--- src/rtl/acsi_data_fifo_pkg.sv ---
// Shared ACSI data-path constants: transfer direction encoding and default FIFO size.
// Imported by the data FIFO and by the hdd bus-interface block.
package acsi_data_fifo_pkg;

  localparam logic ACSI_DIR_ATARI_TO_AVR = 1'b0;
  localparam logic ACSI_DIR_AVR_TO_ATARI = 1'b1;
  localparam int   FIFO_DEPTH_LOG2       = 4;

  typedef struct packed {
    logic       push;
    logic       pop;
    logic [7:0] dat;
  } fifo_req_t;

endpackage

--- src/rtl/sync_rise_detect.sv ---
// Two-flop synchroniser for an asynchronous strobe plus a rising-edge pulse.
// rise_o is a one-cycle pulse in the clock cycle after the second flop goes high.
module sync_rise_detect (
  input  logic clock,
  input  logic reset,
  input  logic async_i,
  output logic rise_o
);

  // [0],[1] form the synchroniser; [2] remembers the previous synchronised level
  logic [2:0] sync_q;
  logic [2:0] sync_d;

  assign sync_d = {sync_q[1:0], async_i};

  always_ff @(posedge clock or posedge reset) begin
    if (reset) begin
      sync_q <= '0;
    end else begin
      sync_q <= sync_d;
    end
  end

  assign rise_o = sync_q[1] & ~sync_q[2];

endmodule

--- src/rtl/acsi_data_fifo.sv ---
// Direction-switched byte FIFO between the ACSI bus interface and the AVR byte port.
// dir=0: ACSI pushes, AVR pops; dir=1: AVR pushes, ACSI pops. A direction change flushes.
module acsi_data_fifo
  import acsi_data_fifo_pkg::*;
#(
  parameter int DEPTH_LOG2 = FIFO_DEPTH_LOG2,
  parameter int AF_MARGIN  = 2
) (
  input  logic                  clock,
  input  logic                  reset,
  input  logic                  dir,
  input  logic                  flush,
  input  logic                  acsi_wr_stb,
  input  logic [7:0]            acsi_wr_data,
  input  logic                  acsi_rd_stb,
  input  logic                  a_cs,
  input  logic [7:0]            a_data_in,
  output logic [7:0]            head_data,
  output logic                  not_empty,
  output logic                  full,
  output logic                  almost_full,
  output logic [DEPTH_LOG2:0]   count,
  output logic                  a_int,
  output logic                  overflow,
  output logic                  underflow
);

  localparam logic [DEPTH_LOG2:0]   DEPTH_C  = (DEPTH_LOG2+1)'(2**DEPTH_LOG2);
  localparam logic [DEPTH_LOG2:0]   AF_LEVEL = (DEPTH_LOG2+1)'(2**DEPTH_LOG2 - AF_MARGIN);
  localparam logic [DEPTH_LOG2:0]   CNT_ONE  = (DEPTH_LOG2+1)'(1);
  localparam logic [DEPTH_LOG2-1:0] PTR_ONE  = DEPTH_LOG2'(1);

  logic [7:0]            mem_q [2**DEPTH_LOG2];
  logic [DEPTH_LOG2-1:0] wr_ptr_q, wr_ptr_d, rd_ptr_q, rd_ptr_d;
  logic [DEPTH_LOG2:0]   count_q, count_d;
  logic                  overflow_q, overflow_d, underflow_q, underflow_d;
  logic                  dir_q;
  logic                  a_rise, clear, push_ok, pop_ok;
  fifo_req_t             req;

  sync_rise_detect u_a_cs_rise (
    .clock   (clock),
    .reset   (reset),
    .async_i (a_cs),
    .rise_o  (a_rise)
  );

  // A direction change acts as a flush and swallows that cycle's strobes
  assign clear    = flush | (dir != dir_q);
  assign req.push = (dir_q == ACSI_DIR_AVR_TO_ATARI) ? a_rise      : acsi_wr_stb;
  assign req.pop  = (dir_q == ACSI_DIR_AVR_TO_ATARI) ? acsi_rd_stb : a_rise;
  assign req.dat  = (dir_q == ACSI_DIR_AVR_TO_ATARI) ? a_data_in   : acsi_wr_data;

  assign pop_ok  = ~clear & req.pop  & (count_q != '0);
  assign push_ok = ~clear & req.push & ((count_q != DEPTH_C) | pop_ok);

  always_comb begin
    wr_ptr_d    = wr_ptr_q;
    rd_ptr_d    = rd_ptr_q;
    count_d     = count_q;
    overflow_d  = overflow_q;
    underflow_d = underflow_q;
    if (clear) begin
      wr_ptr_d    = '0;
      rd_ptr_d    = '0;
      count_d     = '0;
      overflow_d  = 1'b0;
      underflow_d = 1'b0;
    end else begin
      if (push_ok) wr_ptr_d = wr_ptr_q + PTR_ONE;
      if (pop_ok)  rd_ptr_d = rd_ptr_q + PTR_ONE;
      if (push_ok && !pop_ok) count_d = count_q + CNT_ONE;
      if (pop_ok && !push_ok) count_d = count_q - CNT_ONE;
      if (req.push && !push_ok) overflow_d  = 1'b1;
      if (req.pop  && !pop_ok)  underflow_d = 1'b1;
    end
  end

  always_ff @(posedge clock or posedge reset) begin
    if (reset) begin
      wr_ptr_q    <= '0;
      rd_ptr_q    <= '0;
      count_q     <= '0;
      overflow_q  <= 1'b0;
      underflow_q <= 1'b0;
      dir_q       <= 1'b0;
    end else begin
      wr_ptr_q    <= wr_ptr_d;
      rd_ptr_q    <= rd_ptr_d;
      count_q     <= count_d;
      overflow_q  <= overflow_d;
      underflow_q <= underflow_d;
      dir_q       <= dir;
    end
  end

  always_ff @(posedge clock) begin
    if (push_ok) mem_q[wr_ptr_q] <= req.dat;
  end

  assign head_data   = mem_q[rd_ptr_q];
  assign count       = count_q;
  assign not_empty   = (count_q != '0);
  assign full        = (count_q == DEPTH_C);
  assign almost_full = (count_q >= AF_LEVEL);
  assign overflow    = overflow_q;
  assign underflow   = underflow_q;
  // Uses the dir pin so the AVR sees the selected direction even while reset holds dir_q
  assign a_int       = (dir == ACSI_DIR_AVR_TO_ATARI) ? ~full : not_empty;

endmodule

--- config.mk ---
export PLATFORM = sky130hd
export DESIGN_NAME = acsi_data_fifo
export DESIGN_NICKNAME = d
export VERILOG_FILES = /design/src/rtl/acsi_data_fifo_pkg.sv /design/src/rtl/sync_rise_detect.sv /design/src/rtl/acsi_data_fifo.sv
export SDC_FILE = /design/constraint.sdc
export NUM_CORES = 1
export LEC_CHECK = 0
export BUFFER_PORTS_ARGS = -buffer_cell sky130_fd_sc_hd__buf_2
export CAP_MARGIN = 20
export CORE_ASPECT_RATIO = 0.9
export CORE_MARGIN = 4
export CORE_UTILIZATION = 57
export CTS_CLUSTER_DIAMETER = 120
export DETAILED_ROUTE_END_ITERATION = 6
export PLACE_DENSITY_LB_ADDON = 0.3
export SLEW_MARGIN = 20
export SYNTH_ARGS = -nofsm -noshare
export SYNTH_HDL_FRONTEND = slang
export SYNTH_HIERARCHICAL = 1
export SYNTH_SLANG_ARGS = --single-unit
export TNS_END_PERCENT = 5
--- constraint.sdc ---
create_clock -name clock -period 8.71 [get_ports clock]
set_clock_uncertainty 0.15 [all_clocks]
set_input_delay 1.3065 -clock clock [delete_from_list [all_inputs] [get_ports clock]]
set_output_delay 1.3065 -clock clock [all_outputs]
set_load 0.03 [all_outputs]
==> metrics.csv <==
stage,metric,value,unit
layout,layout_commonest_cell,edfxtp_1,
logic_synthesis,synth-edff-count,128,
logic_synthesis,ys_types,59,
logic_synthesis,synthArstFlopShare,12.9,%
sta,setup_viol,0,
worst_hold_path,hold_class,reg -> reg,
sta,clock.fmax,0.232,GHz
worst_hold_path,holdPathStages,0,
power,powerDensity,231,mW/mm²
clock_network,holdBufCountCts,0,
grt,grt_pass1_wl,19400,µm
layout,fill_cells,714,
clock_network,cts-root-buf,clkbuf_16,
placement,gp_congestion,0.844,
logic_synthesis,ys_ff_latch,147,
power,leakage,2.52,nW
route,ant_nets,0,
critical_path,cp.required,7.25,ns
floorplan,start_util,58.3,%
grt,grt.overflow.total,0,
sta,slew_violations,0,
grt,grt_pass1_vias,3319,
route,route.detailed.vias_per_inst,5.96,
route,drtPass1Iterations,5,
placement,post-place-ws,4.81,ns
logic_synthesis,yosys-top-cells-area,"edfxtp_1, mux4_2, dfrtp_1",
sta,fin_crit_sh,49.5,%
layout,fin_nets,412,
route,drtIter0Drc,407,
critical_path,worst-endpoint-arrival,2.86,ns
floorplan,design.core.area,0.0109,mm²
critical_path,critPathLaunchType,register,
route,met3_length,1100,µm
critical_path,crit_fanout,21,
flow_run,max-cap-violations,0,
floorplan,die_h,108,µm
route,m1WireLength,5150,µm
floorplan,ios,42,
logic_synthesis,yosysWarningCount,6,
route,vias,3235,
clock_network,cts_num_sinks,147,
clock_network,htreeDepth,4,
clock_network,clkLatencyLatePin,0.41,ns
floorplan,fp.dieW,119,µm
power,vdd_drop_max,0.144,mV
sta,fin_crit,4.31,ns
sta,maxSlewHeadroom,46.9,%
placement,dpl.hpwl,7900,µm
critical_path,reg2reg_depth,10,
grt,grt_max_degree,36,
logic_synthesis,syn_inst,333,
clock_network,cts_tree,yes,
logic_synthesis,ys_seq_area_share,68.3,%
route,wl_met2,6300,µm
logic_synthesis,synth_top_area_share,60.8,%
route,drc_errors,0,
layout,antenna_cells,0,
floorplan,fp-row-count,36,
layout,final_cell_mix,"edfxtp_1, buf_2, mux4_2",
route,finalWirelength,12700,µm
route,routedWlPerCell,23.4,µm
logic_synthesis,synth_top_area_cell,edfxtp_1,
sta,fin_ws,4.40,ns
clock_network,path_clk_slew,0.06,ns
placement,port_buffers,41,
grt,grtUsageTotal,21.3,%
critical_path,path_class,reg -> out,
clock_network,cts_max_path_buffers,2,
grt,antenna_found_initial,0,
sta,worst_pin_slew,0.797,ns
layout,area_delta_synth_final,14.4,%
outcome,outcome,finished clean,
clock_network,post_cts_resized,0,
logic_synthesis,syn_nets,365,
floorplan,dieArea,0.0128,mm²
clock_network,cts_made_buffers,17,
logic_synthesis,netlist_area,0.00632,mm²
logic_synthesis,synth_flop_cell,edfxtp_1,
clock_network,cts_setup_buffers,0,
sta,tns,0,ns
critical_path,end_kind,output pin,
route,dr.max_layer_used,met4,
sta,hold_viol_final,0,
sta,rsz0062_at_grt,no,
logic_synthesis,avgSynthCellArea,19.0,µm²
layout,layout-drive-gt1-share,35.5,%
==> kinds of logic (layout without fill, tap and decap cells) <==
kind of cell               Yosys count  count (layout)  share of synthesized area (%)
DFF                                147             147                           68.3
and+or+nand+nor                     62              62                           6.25
muxes                               52              52                           16.3
AOI/OAI and AO/OA                   30              30                           4.12
buffers and inverters               26              84                           2.18
adders and majority gates            9               9                           1.90
xor gates and xnor gates             7               7                          0.969
==> flip-flops by register name, indices dropped and copies added, names as in the netlist <==
register,flops
overflow,1
rd_ptr_q,4
wr_ptr_q,4
u_a_cs_rise/sync_q,3
dir_q,1
count,5
mem_q,128
underflow,1
==> cell type report <==
| class | count | area (µm²) | share of cell area, % |
|---|---|---|---|
| clock buffers | 19 | 433 | 5.98 |
| inverters | 11 | 41.3 | 0.571 |
| clock inverters | 11 | 163 | 2.25 |
| flip-flops and latches | 147 | 4320 | 59.7 |
| well taps | 152 | 190 | 2.63 |
| repair buffers | 43 | 220 | 3.04 |
| multi-input cells | 160 | 1870 | 25.8 |
==> cells in the mapped netlist, drive strengths merged, types with 2 or more instances <==
| master | n |
|---|---|
| a21o | 2 |
| a21oi | 5 |
| and2 | 9 |
| and3 | 5 |
| and4 | 4 |
| buf | 9 |
| clkbuf | 6 |
| dfrtp | 19 |
| edfxtp | 128 |
| ha | 8 |
| inv | 11 |
| mux2 | 8 |
| mux2i | 4 |
| mux4 | 40 |
| nand2 | 14 |
| nand3 | 6 |
| nand4 | 3 |
| nor2 | 10 |
| nor2b | 2 |
| nor3 | 2 |
| o21a | 2 |
| o21ai | 6 |
| o2bb2ai | 3 |
| or3b | 2 |
| xnor2 | 3 |
| xor2 | 4 |
==> routing by layer <==
metal  global-route usage (%)  up-vias
li1                         -     1440
met1                     29.2     1672
met2                     33.7      113
met3                     5.28       10
met4                     7.94        0
met5                        0        -
==> final timing paths <==
| check | start | slack, ns | endpoint |
|---|---|---|---|
| setup / recovery | rd_ptr_q[0] | 4.40 | head_data[0] |
| hold / removal | u_a_cs_rise/sync_q[0] | 0.21 | u_a_cs_rise/sync_q[1] |
| setup reg to reg | dir_q | 5.60 | count[4] |
| hold reg to reg | u_a_cs_rise/sync_q[0] | 0.21 | u_a_cs_rise/sync_q[1] |
| max in group asynchronous | reset | 7.08 | rd_ptr_q[0] |
| min in group asynchronous | reset | 0.60 | u_a_cs_rise/sync_q[0] |
==> critical path, stage by stage (launching register included) <==
cell	delay [ns]
dfrtp_2	0.68
buf_4	0.47
mux4_2	0.57
mux4_2	0.50
buf_2	0.19
==> power breakdown <==
part	switching (mW)	total, mW	internal (mW)
Sequential	0.0124	0.790	0.778
Clock	0.264	0.737	0.473
Combinational	0.0898	0.146	0.0562
==> through the flow <==
stage	area [µm²]	util, %	power, mW	hold slack [ns]	std cells
6_report	7240	66.7	1.67	0.206	543
3_3_place_gp	6640	61.2	0.947	0.190	513
5_1_grt	7240	66.7	1.73	0.212	543
3_5_place_dp	6640	61.2	0.950	0.191	513
2_1_floorplan	6320	-	0.913	0.181	333
4_1_cts	7240	66.7	1.68	0.211	543
Power figures use the tool's default switching activity.
